===== src/rtl/seq_det_scheduler.sv =====
`default_nettype none
// +--------------------------------------------------------------------------+
// | Module   : seq_det_scheduler                                             |
// | Purpose  : Round-robin sharing of one serial 8-bit pattern detector       |
// |            between N_REQ requesters; reports hit/miss and bit position.  |
// | Revision : 1.0 - initial release                                         |
// +--------------------------------------------------------------------------+
module seq_det_scheduler #(
  parameter int N_REQ  = 4,
  parameter int DATA_W = 32,
  parameter int DRAIN  = 2
) (
  input  logic                       clk,
  input  logic                       rst_n,
  input  logic [N_REQ-1:0]           req,
  input  logic [8*N_REQ-1:0]         req_pattern,
  input  logic [DATA_W*N_REQ-1:0]    req_data,
  output logic [N_REQ-1:0]           grant,
  output logic                       busy,
  output logic                       done,
  output logic [$clog2(N_REQ)-1:0]   done_id,
  output logic                       hit,
  output logic [$clog2(DATA_W)-1:0]  hit_pos,
  output logic                       det_setar,
  output logic [7:0]                 det_palavra,
  output logic                       det_start,
  output logic                       det_bit,
  input  logic                       det_found
);

  localparam int ID_W  = $clog2(N_REQ);
  localparam int HP_W  = $clog2(DATA_W);
  localparam int CNT_W = $clog2(DATA_W + DRAIN + 1);

  localparam logic [2:0] S_IDLE  = 3'd0;
  localparam logic [2:0] S_LOAD  = 3'd1;
  localparam logic [2:0] S_START = 3'd2;
  localparam logic [2:0] S_SHIFT = 3'd3;
  localparam logic [2:0] S_DRAIN = 3'd4;
  localparam logic [2:0] S_DONE  = 3'd5;

  logic [2:0]        r_state, w_next;
  logic [ID_W-1:0]   r_ptr, r_id;
  logic [7:0]        r_pat;
  logic [DATA_W-1:0] r_sh;
  logic [CNT_W-1:0]  r_cnt;
  logic              r_hit;
  logic [HP_W-1:0]   r_hit_pos;

  logic [7:0]        w_pat_arr  [N_REQ];
  logic [DATA_W-1:0] w_data_arr [N_REQ];
  logic              w_any;
  logic [ID_W-1:0]   w_sel, w_idx;
  logic [ID_W:0]     w_sum;
  logic              w_hit_now;

  for (genvar i = 0; i < N_REQ; i++) begin : g_unpack
    assign w_pat_arr[i]  = req_pattern[8*i +: 8];
    assign w_data_arr[i] = req_data[DATA_W*i +: DATA_W];
  end

  // First requester at or above the pointer, wrapping at N_REQ.
  always_comb begin
    w_any = 1'b0;
    w_sel = '0;
    w_sum = '0;
    w_idx = '0;
    for (int k = 0; k < N_REQ; k++) begin
      w_sum = {1'b0, r_ptr} + (ID_W+1)'(k);
      if (w_sum >= (ID_W+1)'(N_REQ)) w_sum = w_sum - (ID_W+1)'(N_REQ);
      w_idx = w_sum[ID_W-1:0];
      if (!w_any && req[w_idx]) begin
        w_any = 1'b1;
        w_sel = w_idx;
      end
    end
  end

  // Found flags seen in the first DRAIN cycles belong to no bit of this word.
  assign w_hit_now = det_found && (r_cnt >= CNT_W'(DRAIN));

  always_ff @(posedge clk) begin
    if (!rst_n) r_state <= S_IDLE;
    else        r_state <= w_next;
  end

  always_comb begin
    w_next = r_state;
    case (r_state)
      S_IDLE:  if (w_any) w_next = S_LOAD;
      S_LOAD:  w_next = S_START;
      S_START: w_next = S_SHIFT;
      S_SHIFT: begin
        if (w_hit_now)                           w_next = S_DONE;
        else if (r_cnt == CNT_W'(DATA_W - 1))    w_next = S_DRAIN;
      end
      S_DRAIN: begin
        if (w_hit_now || r_cnt == CNT_W'(DATA_W + DRAIN - 1)) w_next = S_DONE;
      end
      S_DONE:  w_next = S_IDLE;
      default: w_next = S_IDLE;
    endcase
  end

  always_ff @(posedge clk) begin
    if (!rst_n) begin
      r_ptr     <= '0;
      r_id      <= '0;
      r_pat     <= '0;
      r_sh      <= '0;
      r_cnt     <= '0;
      r_hit     <= 1'b0;
      r_hit_pos <= '0;
    end else begin
      case (r_state)
        S_IDLE: if (w_any) begin
          r_id      <= w_sel;
          r_pat     <= w_pat_arr[w_sel];
          r_sh      <= w_data_arr[w_sel];
          r_hit     <= 1'b0;
          r_hit_pos <= '0;
        end
        S_START: r_cnt <= '0;
        S_SHIFT, S_DRAIN: begin
          r_cnt <= r_cnt + 1'b1;
          if (r_state == S_SHIFT) r_sh <= r_sh << 1;
          if (w_hit_now) begin
            r_hit     <= 1'b1;
            r_hit_pos <= HP_W'(r_cnt - CNT_W'(DRAIN));
          end
        end
        S_DONE: begin
          r_ptr <= (r_id == ID_W'(N_REQ - 1)) ? '0 : r_id + 1'b1;
          r_cnt <= '0;
        end
        default: ;
      endcase
    end
  end

  always_comb begin
    grant       = '0;
    busy        = (r_state != S_IDLE);
    done        = 1'b0;
    done_id     = '0;
    hit         = 1'b0;
    hit_pos     = '0;
    det_setar   = 1'b0;
    det_palavra = (r_state != S_IDLE) ? r_pat : 8'h00;
    det_start   = 1'b0;
    det_bit     = 1'b0;
    case (r_state)
      S_LOAD: begin
        grant     = N_REQ'(1) << r_id;
        det_setar = 1'b1;
      end
      S_START: begin
        grant     = N_REQ'(1) << r_id;
        det_start = 1'b1;
      end
      S_SHIFT: begin
        grant   = N_REQ'(1) << r_id;
        det_bit = r_sh[DATA_W-1];
      end
      S_DRAIN: grant = N_REQ'(1) << r_id;
      S_DONE: begin
        done    = 1'b1;
        done_id = r_id;
        hit     = r_hit;
        hit_pos = r_hit_pos;
      end
      default: ;
    endcase
  end

endmodule
`default_nettype wire


===== config.mk =====
export PLATFORM = sky130hd
export DESIGN_NAME = seq_det_scheduler
export DESIGN_NICKNAME = d
export VERILOG_FILES = /design/src/rtl/seq_det_scheduler.sv
export SDC_FILE = /design/constraint.sdc
export NUM_CORES = 1
export LEC_CHECK = 0
export BUFFER_PORTS_ARGS = -buffer_cell sky130_fd_sc_hd__buf_2
export CORE_MARGIN = 10
export CORE_UTILIZATION = 39
export CTS_CLUSTER_DIAMETER = 120
export DETAILED_ROUTE_END_ITERATION = 6
export HOLD_SLACK_MARGIN = 0.1
export PLACE_DENSITY = 0.72
export SLEW_MARGIN = 20
export SYNTH_ARGS = -nofsm -noshare
export SYNTH_HDL_FRONTEND = slang
export SYNTH_SLANG_ARGS = --single-unit

===== constraint.sdc =====
create_clock -name clk -period 2.45 [get_ports clk]
set_clock_uncertainty 0.2 [all_clocks]
set_input_delay 0.6125 -clock clk [delete_from_list [all_inputs] [get_ports clk]]
set_output_delay 0.6125 -clock clk [all_outputs]
set_load 0.01 [all_outputs]

==> summary.txt <==
Die
  – Floorplan row count: 40
  – Core ar.: 12160 µm²
  – Die area: approximately 17000 µm²
  – Initial Utilization: 40.34%
  – Top Ports: approximately 190
  – Die width: 132.2 µm
  – Die H: around 130 µm

Detailed routing
  – Initial DRC count: between 400 and 500
  – DRC Markers: 0
  – Vias per cell: around 5.7
  – Drt pass-1 iters: 5
  – Drt total wl: 18480 µm
  – DR WL/cell: around 18 µm
  – Via count of the routed design: ~5700
  – Remaining antenna violation count after routing: 0

Finish
  – Area growth syn-to-layout: 31.93%
  – Final core occ: a little over half
  – Fin nets: 1001
  – Fillcell total: between 1000 and 1500
  – Most common cell after layout, fill and taps aside: buf_2
  – Layout Cells excl Fill: between 900 and 1000
  – Commonest cells after routing, fill and taps aside: buf_2 (191), o21ai_0 (59), dfxtp_1 (56)
  – Layout cells sized above 1: a little over a third

CTS
  – CTS H-tree lvls: 3
  – Reg clk slew, reported paths: approximately 50 ps
  – Clock sinks: between 50 and 60
  – Hold Buf Count CTS: 0
  – Clk Latency, worst-skew pair: ~330 ps
  – CTS tree: built
  – Clk buf depth: 2
  – CTS Buf Count: 9
  – Post-CTS setup buffer count: 0
  – CTS root buf: clkbuf_16

Setup path
  – Worst reg2reg path depth: 6
  – CP Max Fanout: 11
  – Worst path max stage delay: between 400 and 500 ps
  – Highest-delay cell along the critical path: dfxtp_2
  – Crit path cell chain: nor2b_2, nand2_1, inv_1, buf_2
  – Crit Path Class: reg -> out
  – Crit-path leading delay family: flip-flops
  – Data required time of the worst path: roughly 1600 ps
  – CP endpoint kind: primary output
  – CP arrival: approximately 1500 ps
  – Crit path depth: 4
  – Setup crit start kind: register
  – Buffers & Inverters on Critical Path: 2

STA
  – Post-route minimum period: between 2000 and 2500 ps
  – Max Freq: about 430 MHz
  – Max Transition Viols Final: 0
  – Final Hold Viols: 0
  – RSZ-0062 raised after global routing: false
  – Final worst-path cycle share: between 90 and 100%
  – Setup TNS: 0 ps
  – WHS: 266.0 ps
  – Finish-stage setup viols: 0
  – Least-Margin Pin Slew: approximately 650 ps
  – Max-slew headroom: between 50% and 60%

Synthesis
  – Compound-gate portion of the synthesized area: a little over a third
  – Syn Area/Cell: 7.322 µm²
  – Ys flop type: dfxtp_1
  – Top post-synthesis cells by area: dfxtp_1 (24%), o21ai_0 (6.0%), o31a_1 (5.7%)
  – Post-Synthesis Cells: between 600 and 700
  – Post-synthesis cell area: a little under 5000 µm²
  – FF+latch count, synth: 59
  – Post-Synth Adder-Cell Area: under 10%
  – Register area share after synthesis: around a quarter
  – Syn nets: 846
  – Total number of yosys warnings: 0
  – Synth Area in XOR/XNOR: under 10%
  – Simple-gate area share of the yosys netlist: a little under a quarter
  – Distinct cell type count after synthesis: 49
  – Largest area contributor in the netlist: dfxtp_1
  – Mux contribution to synthesized area: roughly 4.3%
  – Post-synthesis async set-or-reset flop share: 0%
  – Post-synth EDFFs: 0
  – Synth top area share: approximately a quarter
  – Largest family of logic cells by synthesized area: compound AO/OA/AOI/OAI gates

Worst hold path
  – Hold path depth: 2
  – Hold Crit Class: reg -> reg

Power and ir drop
  – Worst ir drop on vdd: 0.5048 mV
  – Pwr dens: 858.9 nW/µm²
  – Leakage: roughly 2.8 nW

Global route
  – Largest net degree at the start of global routing: 93
  – Vias in the first global route: 5600
  – Initial antenna violation count: 1
  – GR Util met1: between 20% and 30%
  – GRT Total Usage: roughly a fifth
  – Met3 usage: just under 6%
  – Most used routing layer: met2
  – M2 GR Usage: 30.97%
  – Global route overflow: 0
  – Global-route wire length before repair: roughly 29000 µm

Status
  – Outcome: finished, final reports clean

Placement
  – Port bufs: 191
  – RD Place Congestion: between 0.8 and 0.9
  – Post-DP HPWL: between 10000 and 15000 µm
  – Dpl cells: 982

Flow run
  – Max Cap Viol: 0
timing repair:
item	in CTS	in global routing
resized for setup	1	3
pin swaps	0	0
setup endpoints to repair	1	14
Yosys cell counts, types with 3 or more instances:
cell type / n
xnor2_1: 4
nor3_1: 35
inv_1: 12
o31a_1: 32
clkbuf_1: 47
o21ai_1: 9
mux2i_1: 20
o31ai_1: 31
o21ai_0: 59
a211o_1: 31
nand4_1: 34
nor2b_1: 11
nand3_1: 15
buf_2: 24
nand2_1: 43
or2_2: 32
buf_1: 7
o221ai_1: 10
a21oi_1: 44
o211ai_1: 4
and2_1: 9
dfxtp_1: 59
a31oi_1: 31
xor2_1: 3
nor2_1: 19
ha_1: 9
and3_1: 7
cells by family after synthesis:
kind of cell,after synthesis
simple gates,217
buf+inv,93
compound gates,264
mux,21
flops,59
xor+xnor,7
fa+ha+maj,9
worst reg2reg max path: stages, from the launching register on:
cell and delay [ps]:
dfxtp_1 470, inv_1 120, ha_1 240, o41ai_2 580, nor3_1 250, o211ai_1 240, a21oi_1 90
cell type report:
class	instances	area (µm²)	share of cell area [%]
multi-input combinational	518	3376	52.16
timing repair buffer	225	1311	20.26
sequential	59	1185	18.31
clock buffer	11	242.7	3.750
tap	168	210.2	3.248
clock inverter	5	100.1	1.546
inverter	12	45.04	0.6959
antenna	1	2.502	0.03866
power by group:
group	switching [mW]	internal [mW]	total (mW)
clock network	0.454	1.02	1.47
logic	1.44	1.11	2.55
registers	0.208	1.33	1.54
worst paths after layout:
kind                                   from                        end  slack (ps)
hold reg to reg   r_hit_pos[4]$_SDFFE_PN0P_  r_hit_pos[4]$_SDFFE_PN0P_         270
hold / removal    r_hit_pos[4]$_SDFFE_PN0P_  r_hit_pos[4]$_SDFFE_PN0P_         270
setup reg to reg      r_cnt[0]$_SDFFE_PN0P_  r_hit_pos[3]$_SDFFE_PN0P_         150
setup / recovery    r_state[0]$_SDFFE_PN0P_                       done         140
per-layer routing:
| metal | routed length [µm] | share of wire [%] | vias to the layer above |
|---|---|---|---|
| met5 | 0 | 0 | - |
| met1 | 8425 | 46 | 2651 |
| met2 | 8391 | 45 | 232 |
| met4 | 221 | 1.2 | 0 |
| li1 | - | - | 2846 |
| met3 | 1441 | 7.8 | 15 |
sequential cells by signal, indices dropped and copies added (netlist names):
| register | cells |
|---|---|
| r_pat | 8 |
| r_hit_pos | 5 |
| r_hit | 1 |
| r_ptr | 2 |
| r_sh | 32 |
| r_state | 3 |
| r_cnt | 6 |
| r_id | 2 |
through the flow:
step / total power [mW] / instance area, µm² / setup slack [ps]
after global routing: 5.966 / 6472 / 3.639
final: 5.559 / 6472 / 139.8
after floorplan: 3.158 / 4906 / 209.5
after global placement: 4.035 / 6120 / 64.56
after CTS: 5.557 / 6465 / 13.45
after detailed placement: 4.065 / 6120 / -3.535
No activity file was read; power rests on OpenSTA's default activity.
